--- src/rtl/pipeline_fetch.sv ---
// ----------------------------------------------------------------------------
// pipeline_fetch
//
// Instruction fetch stage. Holds the PC, issues in-order word reads to
// instruction memory under a credit limit, buffers returned words in a small
// queue and presents them to decode one per cycle. Empty slots are presented
// as all-zero (NOP) bubbles. A redirect loads a new PC, flushes the queue and
// arranges for every read still in flight to be discarded on return.
//
// Ports:
//   clk              clock, rising edge
//   rst              asynchronous active-high reset
//   imem_req_valid   read request valid (combinational)
//   imem_req_ready   memory accepts the request this cycle
//   imem_req_addr    word address of the request (current PC)
//   imem_resp_valid  read data valid (in order, no backpressure)
//   imem_resp_data   returned instruction word
//   redirect_valid   load redirect_pc and squash the old stream
//   redirect_pc      redirect target; bits [1:0] ignored
//   stall            decode not accepting; outputs hold
//   inst_out         instruction to decode, 0 when no instruction is valid
//   inst_pc          PC of inst_out, 0 when no instruction is valid
//   inst_valid       inst_out carries a real fetched instruction
// ----------------------------------------------------------------------------
module pipeline_fetch #(
    parameter logic [31:0] RESET_PC    = 32'hBFC00000,
    parameter int unsigned QUEUE_DEPTH = 2
) (
    input  logic        clk,
    input  logic        rst,
    output logic        imem_req_valid,
    input  logic        imem_req_ready,
    output logic [31:0] imem_req_addr,
    input  logic        imem_resp_valid,
    input  logic [31:0] imem_resp_data,
    input  logic        redirect_valid,
    input  logic [31:0] redirect_pc,
    input  logic        stall,
    output logic [31:0] inst_out,
    output logic [31:0] inst_pc,
    output logic        inst_valid
);

    localparam int unsigned PW = $clog2(QUEUE_DEPTH);
    localparam int unsigned CW = PW + 1;

    // Architectural state
    logic [31:0]   pc_q, pc_d;
    logic [CW-1:0] outst_q, outst_d;
    logic [CW-1:0] drop_q, drop_d;

    // In-flight PC FIFO: PC of each accepted, not yet returned read
    logic [31:0]   if_pc_q [QUEUE_DEPTH];
    logic [PW-1:0] if_wr_q, if_wr_d;
    logic [PW-1:0] if_rd_q, if_rd_d;

    // Instruction queue
    logic [31:0]   q_data_q [QUEUE_DEPTH];
    logic [31:0]   q_pc_q   [QUEUE_DEPTH];
    logic [PW-1:0] q_head_q, q_head_d;
    logic [PW-1:0] q_tail_q, q_tail_d;
    logic [CW-1:0] q_cnt_q, q_cnt_d;

    // Output register
    logic [31:0]   out_inst_q, out_inst_d;
    logic [31:0]   out_pc_q, out_pc_d;
    logic          out_vld_q, out_vld_d;

    // Handshake / datapath control
    logic [CW-1:0] occ;
    logic          req_fire;
    logic          resp_fire;
    logic          discard;
    logic          resp_keep;
    logic          bypass;
    logic          q_push;
    logic          q_pop;
    logic [31:0]   resp_pc;

    // Low address bits of the redirect target are forced to zero
    logic          unused_redirect_lsbs;
    assign unused_redirect_lsbs = ^redirect_pc[1:0];

    // ------------------------------------------------------------------------
    // Request side: credit covers both reads in flight and words queued, so
    // a returning word always has a free queue slot.
    // ------------------------------------------------------------------------
    assign occ            = outst_q + q_cnt_q;
    assign imem_req_valid = !rst && !redirect_valid && (occ < CW'(QUEUE_DEPTH));
    assign imem_req_addr  = pc_q;

    always_comb begin
        req_fire  = imem_req_valid && imem_req_ready;
        resp_fire = imem_resp_valid;
        resp_pc   = if_pc_q[if_rd_q];

        // Stale responses (older than a redirect) and any response that
        // coincides with a redirect never enter the queue.
        discard   = (drop_q != '0) || redirect_valid;
        resp_keep = resp_fire && !discard;

        // A kept word goes straight to the output register when the queue is
        // empty and decode is accepting; otherwise it is queued.
        bypass    = resp_keep && (q_cnt_q == '0) && !stall;
        q_push    = resp_keep && !bypass;
        q_pop     = !stall && !redirect_valid && (q_cnt_q != '0);
    end

    // ------------------------------------------------------------------------
    // Next-state logic
    // ------------------------------------------------------------------------
    always_comb begin
        pc_d       = pc_q;
        outst_d    = outst_q + CW'(req_fire) - CW'(resp_fire);
        drop_d     = drop_q;
        if_wr_d    = if_wr_q;
        if_rd_d    = if_rd_q;
        q_head_d   = q_head_q;
        q_tail_d   = q_tail_q;
        q_cnt_d    = q_cnt_q + CW'(q_push) - CW'(q_pop);
        out_inst_d = out_inst_q;
        out_pc_d   = out_pc_q;
        out_vld_d  = out_vld_q;

        if (req_fire) begin
            pc_d    = pc_q + 32'd4;
            if_wr_d = if_wr_q + PW'(1);
        end

        if (resp_fire) begin
            if_rd_d = if_rd_q + PW'(1);
            if (drop_q != '0) begin
                drop_d = drop_q - CW'(1);
            end
        end

        if (q_push) begin
            q_tail_d = q_tail_q + PW'(1);
        end
        if (q_pop) begin
            q_head_d = q_head_q + PW'(1);
        end

        // Redirect: everything still in flight becomes stale. The in-flight
        // PC FIFO is not reset because stale responses still pop it.
        if (redirect_valid) begin
            pc_d     = {redirect_pc[31:2], 2'b00};
            drop_d   = outst_q - CW'(resp_fire);
            q_head_d = q_tail_q;
            q_cnt_d  = '0;
        end

        // Output register; a redirect does not squash a held instruction
        if (!stall) begin
            if (redirect_valid) begin
                out_inst_d = '0;
                out_pc_d   = '0;
                out_vld_d  = 1'b0;
            end else if (q_pop) begin
                out_inst_d = q_data_q[q_head_q];
                out_pc_d   = q_pc_q[q_head_q];
                out_vld_d  = 1'b1;
            end else if (bypass) begin
                out_inst_d = imem_resp_data;
                out_pc_d   = resp_pc;
                out_vld_d  = 1'b1;
            end else begin
                out_inst_d = '0;
                out_pc_d   = '0;
                out_vld_d  = 1'b0;
            end
        end
    end

    // ------------------------------------------------------------------------
    // Control registers
    // ------------------------------------------------------------------------
    always_ff @(posedge clk or posedge rst) begin
        if (rst) begin
            pc_q       <= RESET_PC;
            outst_q    <= '0;
            drop_q     <= '0;
            if_wr_q    <= '0;
            if_rd_q    <= '0;
            q_head_q   <= '0;
            q_tail_q   <= '0;
            q_cnt_q    <= '0;
            out_inst_q <= '0;
            out_pc_q   <= '0;
            out_vld_q  <= 1'b0;
        end else begin
            pc_q       <= pc_d;
            outst_q    <= outst_d;
            drop_q     <= drop_d;
            if_wr_q    <= if_wr_d;
            if_rd_q    <= if_rd_d;
            q_head_q   <= q_head_d;
            q_tail_q   <= q_tail_d;
            q_cnt_q    <= q_cnt_d;
            out_inst_q <= out_inst_d;
            out_pc_q   <= out_pc_d;
            out_vld_q  <= out_vld_d;
        end
    end

    // ------------------------------------------------------------------------
    // Storage arrays: contents are only meaningful behind the pointers, so
    // they carry no reset.
    // ------------------------------------------------------------------------
    always_ff @(posedge clk) begin
        if (req_fire) begin
            if_pc_q[if_wr_q] <= pc_q;
        end
        if (q_push) begin
            q_data_q[q_tail_q] <= imem_resp_data;
            q_pc_q[q_tail_q]   <= resp_pc;
        end
    end

    assign inst_out   = out_inst_q;
    assign inst_pc    = out_pc_q;
    assign inst_valid = out_vld_q;

endmodule
--- config.mk ---
export PLATFORM = sky130hd
export DESIGN_NAME = pipeline_fetch
export DESIGN_NICKNAME = d
export VERILOG_FILES = /design/src/rtl/pipeline_fetch.sv
export SDC_FILE = /design/constraint.sdc
export NUM_CORES = 1
export LEC_CHECK = 0
export BUFFER_PORTS_ARGS = -buffer_cell sky130_fd_sc_hd__buf_2
export CORE_ASPECT_RATIO = 0.75
export CORE_MARGIN = 4
export CORE_UTILIZATION = 57
export DETAILED_ROUTE_END_ITERATION = 10
export PLACE_DENSITY_LB_ADDON = 0.12
export SLEW_MARGIN = 20
export SYNTH_ARGS = -nofsm -noshare
export SYNTH_HDL_FRONTEND = slang
export SYNTH_SLANG_ARGS = --single-unit
--- constraint.sdc ---
create_clock -name clk -period 6.2 [get_ports clk]
set_input_delay 1.24 -clock clk [delete_from_list [all_inputs] [get_ports clk]]
set_output_delay 1.24 -clock clk [all_outputs]
set_load 0.03 [all_outputs]
# After elaboration in Yosys (flattened, before gate mapping)
# Memory sizes are Yosys's and may differ from the RTL's.
# Cells that the tools add are included.
# word_totals
latch_bits	0
word_cells	71
mem_bits_ro	0
reg_bits	107
inputBits	70
output_inout_bits	98
n_memories	3
ramBits	192
# op_classes
n_mux	21
bitwise	0
magnitude_cmp	1
n_mul	0
n_shift	0
reduce_logical	23
addsub	12
div_mod_pow	0
eq_ne	0
# mem_list
name	depth	word_bits	rd	rd_ports_with_merged_regs	wr	line_no	rtl
if_pc_q	2	32	1	0	1	53	logic [31:0] if_pc_q [QUEUE_DEPTH];
q_data_q	2	32	1	0	1	58	logic [31:0] q_data_q [QUEUE_DEPTH];
q_pc_q	2	32	1	0	1	59	logic [31:0] q_pc_q [QUEUE_DEPTH];
# op_table
cell	count
32-bit two-way mux	8
32-bit by 3-bit adder with 32-bit output (second input constant)	1
2-bit nonzero test	6
1-bit logical AND	9
1-bit two-way mux	9
2-bit two-way mux	4
2-bit by 1-bit subtractor with 2-bit output	3
1-bit zero test	5
1-bit adder (second input constant)	4
2-bit by 1-bit adder with 2-bit output	2
2-bit adder	1
2-bit zero test	1
2-bit < comparator (second input constant)	1
2-bit AND reduction	1
2-bit by 1-bit subtractor with 2-bit output (second input constant)	1
1-bit logical OR	1

# Longest topological paths before layout
# Gate-level depths: netlist of run 1.
# logic_depth
depth_word	11
depth_mapped	10
mapped_depth_nobuf	9

# Worst setup path before layout of run 1
# No wires, ideal clock.
# synth_path
path_type	input -> register
from	input port redirect_valid
to	memory q_data_q[0][0], enable pin
t_required_ps	5640
setup_slack_ps	-391
setup_time_ps	560
path_buffers	1
arrival_time_ps	6032
stages	5
path_cell_list	clkbuf_1 > inv_1 > nand3_1 > nor4_2 > nor3_1
# synth_via
elab_chain_cells	9
# synth_rtl
item	line_no	rtl
start, declared	36	input logic redirect_valid,
1-bit logical OR *	99	discard = (drop_q != '0) || redirect_valid;
1-bit zero test *	100	resp_keep = resp_fire && !discard;
1-bit logical AND *	100	
1-bit logical AND (2 in a row)	104	bypass = resp_keep && (q_cnt_q == '0) && !stall;
1-bit zero test	105	q_push = resp_keep && !bypass;
1-bit logical AND *	105	
1-bit two-way mux *	214	if (q_push) begin
1-bit two-way mux (not written as such) *	215	q_data_q[q_tail_q] <= imem_resp_data;
end, declared	58	
# Mark *: on every way between the ends. The rest lies on a longest branch, timed or not.

# Worst setup path in the final report of run 1
# layout_path
from	input port redirect_valid
to	register out_inst_q[26], in the netlist inst_out[26]
# layout_via
elab_chain_cells	8
word_cells_on_any_way	11
classes_between	mux: 3; reduce/logical: 8
# layout_rtl
item	line_no	rtl
1-bit logical OR	99	
1-bit zero test	100	
1-bit logical AND	100	
1-bit logical AND (2 in a row)	104	
32-bit two-way mux	163	end else if (bypass) begin
32-bit two-way mux	159	end else if (q_pop) begin
32-bit two-way mux *	155	if (redirect_valid) begin
end signal, assigned	200	out_inst_q <= out_inst_d;
end, declared	65	logic [31:0] out_inst_q, out_inst_d;
# Marks and branches as above.
# A chain may end at the register's enable or synchronous reset.

==> results of run 1 <==
## registers in the layout (all words and copies together), names as in the netlist
register / count
q_data_q: 64
if_wr_q: 1
q_pc_q: 60
inst_out: 32
outst_q: 2
q_tail_q: 1
imem_req_addr: 30
inst_valid: 1
if_pc_q: 60
if_rd_q: 1
q_cnt_q: 2
drop_q: 2
q_head_q: 1
inst_pc: 31
## Yosys cell counts (4+ instances only)
cell / n
a221o_1: 62
a31oi_1: 7
and3_1: 4
and4_1: 5
buf_1: 8
clkbuf_1: 36
dfrtp_1: 95
dfstp_2: 9
edfxtp_1: 184
ha_1: 6
inv_1: 9
mux2_2: 31
mux2i_1: 63
nand2_1: 37
nand3_1: 9
nor2_1: 74
nor3_1: 6
nor4_1: 8
nor4b_1: 4
o21ai_0: 29
or3_1: 5
or4_1: 6
xnor2_1: 27
xor2_1: 5
## how the worst max path moves through the flow
stage                     endpoint            from  slack [ns]
floorplan           q_data_q[0][0]  redirect_valid        1.51
global placement        inst_pc[6]  redirect_valid        2.24
detailed placement      inst_pc[2]  redirect_valid        2.17
CTS                   inst_out[26]  redirect_valid        2.69
global route           inst_pc[11]  redirect_valid        2.48
finish                inst_out[26]  redirect_valid        2.67
## report_power, final
| part | leakage, µW | switching (µW) | internal (µW) |
|---|---|---|---|
| logic | 0.00190 | 585 | 386 |
| clock network | 0.000490 | 689 | 1150 |
| registers | 0.00302 | 164 | 2290 |
## layout by cell type, fill, tap and decap left out, types with 7 or more instances in the layout
cell,count
a221o_1,62
a31oi_1,7
buf_2,163
buf_4,11
bufinv_16,8
clkbuf_16,27
dfrtp_1,94
dfstp_2,9
edfxtp_1,184
inv_1,8
mux2_2,31
mux2i_1,63
nand2_1,37
nand3_1,9
nor2_1,73
nor4_1,8
o21ai_0,28
xnor2_1,26
## metrics by stage
| step | setup WS, ns | instance area (µm²) | util, % | hold slack (ns) |
|---|---|---|---|---|
| 2_1_floorplan | 1.512 | 11400 | - | 0.4608 |
| 3_3_place_gp | 2.244 | 12470 | 63.98 | 0.4873 |
| 3_5_place_dp | 2.170 | 12500 | 64.12 | 0.4940 |
| 4_1_cts | 2.691 | 13500 | 69.27 | 0.5106 |
| 5_1_grt | 2.482 | 13500 | 69.27 | 0.5238 |
| 6_report | 2.671 | 13500 | 69.27 | 0.5059 |
## final cells by class
cell class	instances	area [µm²]	area share (%)
Multi-Input combinational cell	411	3075	22.78
Clock buffer	29	703.2	5.209
Clock inverter	20	300.3	2.224
Tap cell	253	316.6	2.345
Sequential cell	288	8143	60.32
Inverter	9	36.28	0.2688
Timing Repair Buffer	175	925.9	6.858
## kinds of logic after synthesis
logic type | after synthesis | synth area share (%)
compound gates | 108 | 7.733
buf+inv | 58 | 2.032
xor+xnor | 32 | 2.460
fa+ha+maj | 6 | 0.6590
mux | 94 | 8.601
simple gates | 169 | 7.030
other cells | 1 | 0.03292
flops | 288 | 71.45
## worst max-delay path: cells and delay by family
kind / cells / cell delay, ns
and+or+nand+nor: 2 / 1.30
AOI/OAI and AO/OA: 1 / 0.23
buffers and inverters: 3 / 1.15
## per-layer routing
| metal | track usage (%) | vias up | wire (µm) |
|---|---|---|---|
| met3 | 3.850 | 31 | 1547 |
| met4 | 5.449 | 0 | 350 |
| met2 | 37.95 | 268 | 12200 |
| met5 | 0 | - | 0 |
| li1 | - | 3192 | - |
| met1 | 29.76 | 3598 | 10690 |
==> results.cfg, run 1 <==
[global_routing]
grt_pass1_wl_um = 38820
overflow = 0
grt_max_degree = 70
grt_usage_pct = 22.02
first_global_vias = 7316
antenna_found_initial = 0

[synthesis]
synth_ff_type = edfxtp_1
synth_cell_type_count = 40
yosys_register_bits = 288
avgSynthCellArea_um2 = 15.07
synthArstFlopShare_pct = 36.11
yosys.area.top_type_share_pct = 48.51
synth_area_leaders = edfxtp_1 49%, dfrtp_1 21%, mux2i_1 5.5%
ys_warn_count = 0
synthCells = 756
synth_edf_count = 184
syn_area_mm2 = 0.01139
synth-seq-area-share_pct = 71.45
synth_top_cell_by_area = edfxtp_1

[min_path]
min_path_cells = 1
hold_class = reg2reg
hp-start = inst_pc[1]
hold_end = inst_pc[1]

[worst_setup_path]
cpMaxStageDelayCell = nor4_4
critPathArrivalTime_ns = 3.97
startpoint_type = input pin
worstSetupPathType = in2reg
critical-path-max-stage-delay_ns = 0.88
worst-path-max-fanout = 30
worstReg2RegStart = q_cnt_q[1]
worst_setup_path_end_kind = register
cp_cell_sequence = buf_2 -> inv_1 -> nand3_1 -> nor4_4 -> buf_4 -> a221o_1
required_ns = 6.64
r2r_cells = 6
ff2ff_setup_slack_ns = 2.96
r2r-end = if_pc_q[0][11]

[placed_design]
io_buffers = 163
gp_congestion = 0.8364
dp.cells = 1136
dp_hpwl_um = 14910

[clock_tree]
numCtsBuffers = 27
path_clk_slew_ns = 0.06
cts_root_buf = clkbuf_16
htreeDepth = 1
clock_path_buffers = 3
clk_latency_ns = 0.52
post_cts_resized = 0
cts_tree = built
cts.sinks = 288
cts_hold_buf = 0
post-cts-setup-buffer-count = 0

[power]
power_uw = 5260
peakVddDrop_mv = 0.2178
leakagePower_uw = 0.005413
power_density_mw_per_mm2 = 389.6

[floorplan]
pin_count = 168
dieWidth_um = 171.2
die-area_mm2 = 0.02233
rows = 44
start_util_pct = 58.45
core_area_mm2 = 0.01949
die_h_um = 130.4

[sta]
tns_ns = 0
finClkSkew_ns = 0.01326
drv_slew = 0
fmax_mhz = 283.3
relSlewSlack_pct = 30.08
period_share_pct = 56.92
min_period_ns = 3.529
setup_viol = 0
worst_pin_slew_ns = 1.041
rsz0062_at_grt = no
final_hold_viol_count = 0

[routing]
dr.pass1.iters = 7
post-route-drc-count = 0
drt-initial-drc-count = 550
ant_nets = 0
vias_per_cell = 5.982
vias = 7089
drt_wl_total_um = 24780
wire_per_inst_um = 20.91

[final_layout]
drive_above_1_share_pct = 28.76
diodes = 0
layoutNonFillerInstCount = 1185
fill_cells = 1355
num-nets-final = 988
syn_to_final_growth_pct = 18.52

[run]
maxCapViolations = 0

[status]
status = completed
(Power assumes the default switching activity.)
==> run 2, diff against run 1 <==
ABC_AREA = 1   (was unset)
clock period = 3.7 ns   (was 6.2 ns; I/O delays follow)
==> run 2 against run 1 <==
Setup slack worse by 1.4 ns. Critical path type is now reg2reg. Clock skew is 0.0065 ns higher. Hold slack worse by 0.10 ns. Routed wire length is 13% higher.
==> results.cfg, run 2 <==
[clock_tree]
cts_root_buf = clkbuf_16
post_cts_resized = 0
clk_latency_ns = 0.54
cts_hold_buf = 0
clock_path_buffers = 3
htreeDepth = 1
cts.sinks = 288
post-cts-setup-buffer-count = 0
path_clk_slew_ns = 0.06
cts_tree = built
numCtsBuffers = 28

[worst_setup_path]
r2r_cells = 9
critPathArrivalTime_ns = 2.83
cp_cell_sequence = inv_1 -> ha_1 -> nand2_1 -> nor2_4 -> nand3_1 -> inv_2 -> buf_4 -> nand2_1 -> o311ai_0
crit_top_cell = nand2_1
ff2ff_setup_slack_ns = 1.28
required_ns = 4.11
cpMaxStageDelayCell = inv_2
r2r-end = inst_pc[7]
worst-path-max-fanout = 33
critical-path-max-stage-delay_ns = 0.56
startpoint_type = register
worst-path-buf-inv = 3
critPathTopFamily = buffers and inverters
worst_setup_path_end_kind = register
worstReg2RegStart = drop_q[0]
worstSetupPathType = reg2reg

[min_path]
hold_end = q_data_q[0][13]
min_path_cells = 1
hold_class = in2reg
hp-start = imem_resp_data[13]

[final_layout]
layoutNonFillerInstCount = 1621
drive_above_1_share_pct = 22.21
num-nets-final = 1387
largest_reg_flops = 64
layout_common_cells = 410 x nand2_1, 184 x edfxtp_1, 163 x buf_2
diodes = 0
regMostFlops = q_data_q
final_common_cell = nand2_1
syn_to_final_growth_pct = 17.15
reg_top3 = q_data_q x64, if_pc_q x60, q_pc_q x60

[global_routing]
grt_max_degree = 66
grt_pass1_wl_um = 44950
antenna_found_initial = 0
overflow = 0
grt_usage_pct = 23.54
first_global_vias = 8393

[floorplan]
pin_count = 168
rows = 46
die-area_mm2 = 0.02397
dieWidth_um = 177.4
core_area_mm2 = 0.02118
start_util_pct = 57.95
die_h_um = 135.1

[sta]
setup_viol = 0
relSlewSlack_pct = 36.09
finClkSkew_ns = 0.01979
rsz0062_at_grt = no
worst_pin_slew_ns = 0.9550
min_period_ns = 2.419
drv_slew = 0
period_share_pct = 65.39
final_hold_viol_count = 0
tns_ns = 0
fmax_mhz = 413.3

[routing]
post-route-drc-count = 0
wire_per_inst_um = 17.29
vias = 8747
drt_wl_total_um = 28030
ant_nets = 0
dr.pass1.iters = 5
vias_per_cell = 5.396
drt-initial-drc-count = 695

[synthesis]
synth_area_leaders = edfxtp_1 45%, dfrtp_1 19%, nand2_1 13%
synth_edf_count = 184
synth_top_cell_by_area = edfxtp_1
yosys.area.top_type_share_pct = 45.02
ys_warn_count = 0
avgSynthCellArea_um2 = 10.68
synth_cell_type_count = 37
syn_area_mm2 = 0.01227
yosys_register_bits = 288
synthArstFlopShare_pct = 36.11
yosysMostFrequentCell = nand2_1
synth-seq-area-share_pct = 66.32
yosys-top-cells-count = 410 x nand2_1, 184 x edfxtp_1, 136 x nor2_1, 95 x dfrtp_1, 68 x nand3_1
synth_ff_type = edfxtp_1
synthCells = 1149

[placed_design]
gp_congestion = 0.8309
io_buffers = 163
dp.cells = 1569
dp_hpwl_um = 18070

[run]
maxCapViolations = 0

[status]
status = completed

[power]
power_density_mw_per_mm2 = 620.0
peakVddDrop_mv = 0.4135
leakagePower_uw = 0.006192
-- run 2: cell types whose count changed after synthesis, moves of 32 or more --
cell,before,now
inv_1,9,41
o311ai_1,0,42
a221o_1,62,0
nand3_1,9,68
nor2_1,74,136
nand2_1,37,410
mux2i_1,63,2
-- run 2: final cells by class --
class | count | area [µm²]
clock buffer | 39 | 792.0
fill | 1639 | 6803
clock inverter | 13 | 171.4
inverter | 48 | 182.7
sequential | 288 | 8140
timing repair buffer | 183 | 1016
multi-input combinational | 762 | 3715
tap | 288 | 360.3
-- run 2: worst max-delay path by stage --
stage,from,to,slack (ns),depth (start not counted)
after CTS,drop_q[0],inst_pc[7],1.27,9
after floorplan,rst,drop_q[0],0.24,1
after global routing,drop_q[0],inst_pc[7],1.11,9
after detailed placement,redirect_valid,inst_pc[13],0.94,7
final,drop_q[0],inst_pc[7],1.28,9
after global placement,redirect_valid,inst_pc[7],1.0,7
-- run 2: cells by family (layout without fill, tap and decap cells) --
group	count (synthesis)	count (layout)	share of synthesized area, %
compound gates	75	75	4.751
xor+xnor	13	13	0.9277
fa+ha+maj	6	6	0.6117
buf+inv	100	283	3.670
flops	288	288	66.32
mux	2	2	0.1631
other cells	1	2	0.03055
simple gates	664	664	23.53
-- run 2: report_power, final --
group	internal, µW	switching (µW)	total [µW]	leakage [µW]
Clock	1770	1160	2930	0.000473
Combinational	496	1340	1830	0.00269
Sequential	3890	260	4150	0.00303
Total	6150	2760	8910	0.00619
-- run 2: stage by stage --
| stage | instance area (µm²) | worst slack [ns] | power (µW) | hold slack (ns) | utilization (%) |
|---|---|---|---|---|---|
| 3_3_place_gp | 13410 | 0.9983 | 5995 | 0.4641 | 63.33 |
| 5_1_grt | 14380 | 1.108 | 9345 | 0.3896 | 67.88 |
| 4_1_cts | 14380 | 1.273 | 8976 | 0.3809 | 67.88 |
| 6_report | 14380 | 1.281 | 8915 | 0.4038 | 67.88 |
| 3_5_place_dp | 13410 | 0.9379 | 6053 | 0.4721 | 63.33 |
| 2_1_floorplan | 12280 | 0.2427 | 5416 | 0.5001 | - |
-- run 2: metal layers --
metal | routed length, µm | global-route usage [%] | vias up | part of all wire, %
li1 | - | - | 4200 | -
met1 | 12880 | 36.15 | 4185 | 46
met2 | 12490 | 35.82 | 318 | 45
met3 | 2122 | 4.086 | 44 | 7.6
met4 | 540 | 5.152 | 0 | 1.9
met5 | 0 | 0 | - | 0
==> run 3, diff against run 2 <==
CORE_UTILIZATION = 52   (was 57)
clock period = 1.97 ns   (was 3.7 ns; I/O delays follow)
==> run 3 against run 2 <==
Clock-buffer cell count fell by 5. Final area rose by 2.9%. First-iteration DRC count fell by 2.0%. Hold slack got worse by 0.36 ns. Via count rose by 1.6%. Clock power rose by 99%. Sequential cell count did not move. Power rose by 95%. Non-clock buffer count rose by 23. Register-to-register slack got worse by 1.1 ns. Highest routed layer unchanged. Cell count rose by 2.3%.
==> results.cfg, run 3 (synthesis results as in run 2) <==
[clock_tree]
cts.sinks = 288
htreeDepth = 1
clk_latency_ns = 0.55
numCtsBuffers = 29
cts_root_buf = clkbuf_16
cts_tree = built
path_clk_slew_ns = 0.06
clock_path_buffers = 3

[sta]
final_hold_viol_count = 0
worst_pin_slew_ns = 0.8102
drv_slew = 0
fmax_mhz = 521.2
min_period_ns = 1.919
rsz0062_at_grt = yes
setup_viol = 0
finClkSkew_ns = 0.01357
period_share_pct = 97.39
relSlewSlack_pct = 45.99
fin_ws_ns = 0.05136

[worst_setup_path]
critPathArrivalTime_ns = 1.52
startpoint_type = register
required_ns = 1.58
worst_setup_path_end_kind = output port
worstSetupPathType = reg2out
worst-path-max-fanout = 3

[final_layout]
final_core_util_pct = 63.99
drive_above_1_share_pct = 24.74
layout_common_cells = 407 x nand2_1, 184 x edfxtp_1, 162 x buf_2
largest_reg_flops = 64
final_common_cell = nand2_1
syn_to_final_growth_pct = 20.55
diodes = 0
fill_cells = 1805
layoutNonFillerInstCount = 1658
num-nets-final = 1411
reg_top3 = q_data_q x64, if_pc_q x60, q_pc_q x60
regArea_mm2 = 0.008140
regMostFlops = q_data_q
multiInputGateArea_mm2 = 0.003755

[routing]
ant_nets = 0
vias_per_cell = 5.361
post-route-drc-count = 0
drt-initial-drc-count = 681
wire_per_inst_um = 18.10
vias = 8888
dr.pass1.iters = 5
drt_wl_total_um = 30010

[power]
power_density_mw_per_mm2 = 1174
power_uw = 17370
peakVddDrop_mv = 0.6611
leakagePower_uw = 0.006372

[placed_design]
place_ws_ns = 0.08253
dp_hpwl_um = 19510
io_buffers = 163
gp_congestion = 0.8896
dp.cells = 1598

[global_routing]
grt_pass1_wl_um = 48420
antenna_found_initial = 0
grt_usage_pct = 23.35
overflow = 0
first_global_vias = 9012
grt_max_degree = 67

[floorplan]
die-area_mm2 = 0.02615
pin_count = 168
core_area_mm2 = 0.02312
dieWidth_um = 185.4
start_util_pct = 53.08
rows = 48
die_h_um = 141.0

[status]
status = completed

[min_path]
hold_class = in2reg

[run]
maxCapViolations = 0
[run 3: layer usage]
layer	vias to the layer above	global-route usage, %	wire (µm)
met5	-	0	0
met4	0	4.517	526
met3	38	3.611	1996
met2	303	36.77	13680
met1	4306	35.08	13810
li1	4241	-	-
[run 3: cell type report]
| cell class | instances | area share [%] |
|---|---|---|
| Timing Repair Buffer | 206 | 8.854 |
| Tap cell | 300 | 2.537 |
| Sequential cell | 288 | 55.02 |
| Multi-Input combinational cell | 762 | 25.38 |
| Clock inverter | 20 | 1.666 |
| Inverter | 48 | 1.243 |
| Clock buffer | 34 | 5.302 |
[run 3: worst paths after layout]
kind / startpoint / to / slack, ns / depth (start not counted)
max reg2reg: q_cnt_q[1] / outst_q[1] / 0.17 / 9
max in group asynchronous: rst / q_head_q / 0.78 / 4
max: q_cnt_q[1] / imem_req_valid / 0.05 / 7
min: imem_resp_data[14] / q_data_q[0][14] / 0.05 / 1
min in group asynchronous: rst / imem_req_addr[3] / 0.46 / 3
min reg2reg: inst_pc[1] / inst_pc[1] / 0.48 / 2
[run 3: worst max-delay path, cell delays in order, from the launching register on]
cell and delay [ns]:
dfrtp_1 0.41, inv_2 0.07, nand2_4 0.09, nand2_4 0.05, nand2_4 0.09, nand3_4 0.09
inv_2 0.06, buf_6 0.12
[run 3: timing repair]
item / in CTS / in global routing
resized for setup: 4 / 3
pin swaps: 1 / 2
hold endpoints to repair: 9 / 0
setup buffers: 3 / 2
hold buffers: 1 / 0
endpoints found under the setup margin: 1 / 1
[run 3: through the flow]
stage / cell area, µm² / setup TNS (ns) / hold WS, ns
2_1_floorplan: 12320 / -74.04 / 0.4811
3_3_place_gp: 13700 / 0 / 0.4633
3_5_place_dp: 13700 / 0 / 0.4750
4_1_cts: 14770 / 0 / 0.02874
5_1_grt: 14800 / -0.001889 / 0.02816
6_report: 14800 / 0 / 0.04814
[run 3: power breakdown]
part	internal (µW)	leakage [µW]	switching, µW
clock network	3510	0.000511	2310
logic	1130	0.00284	2660
registers	7300	0.00303	453
total	11900	0.00637	5420
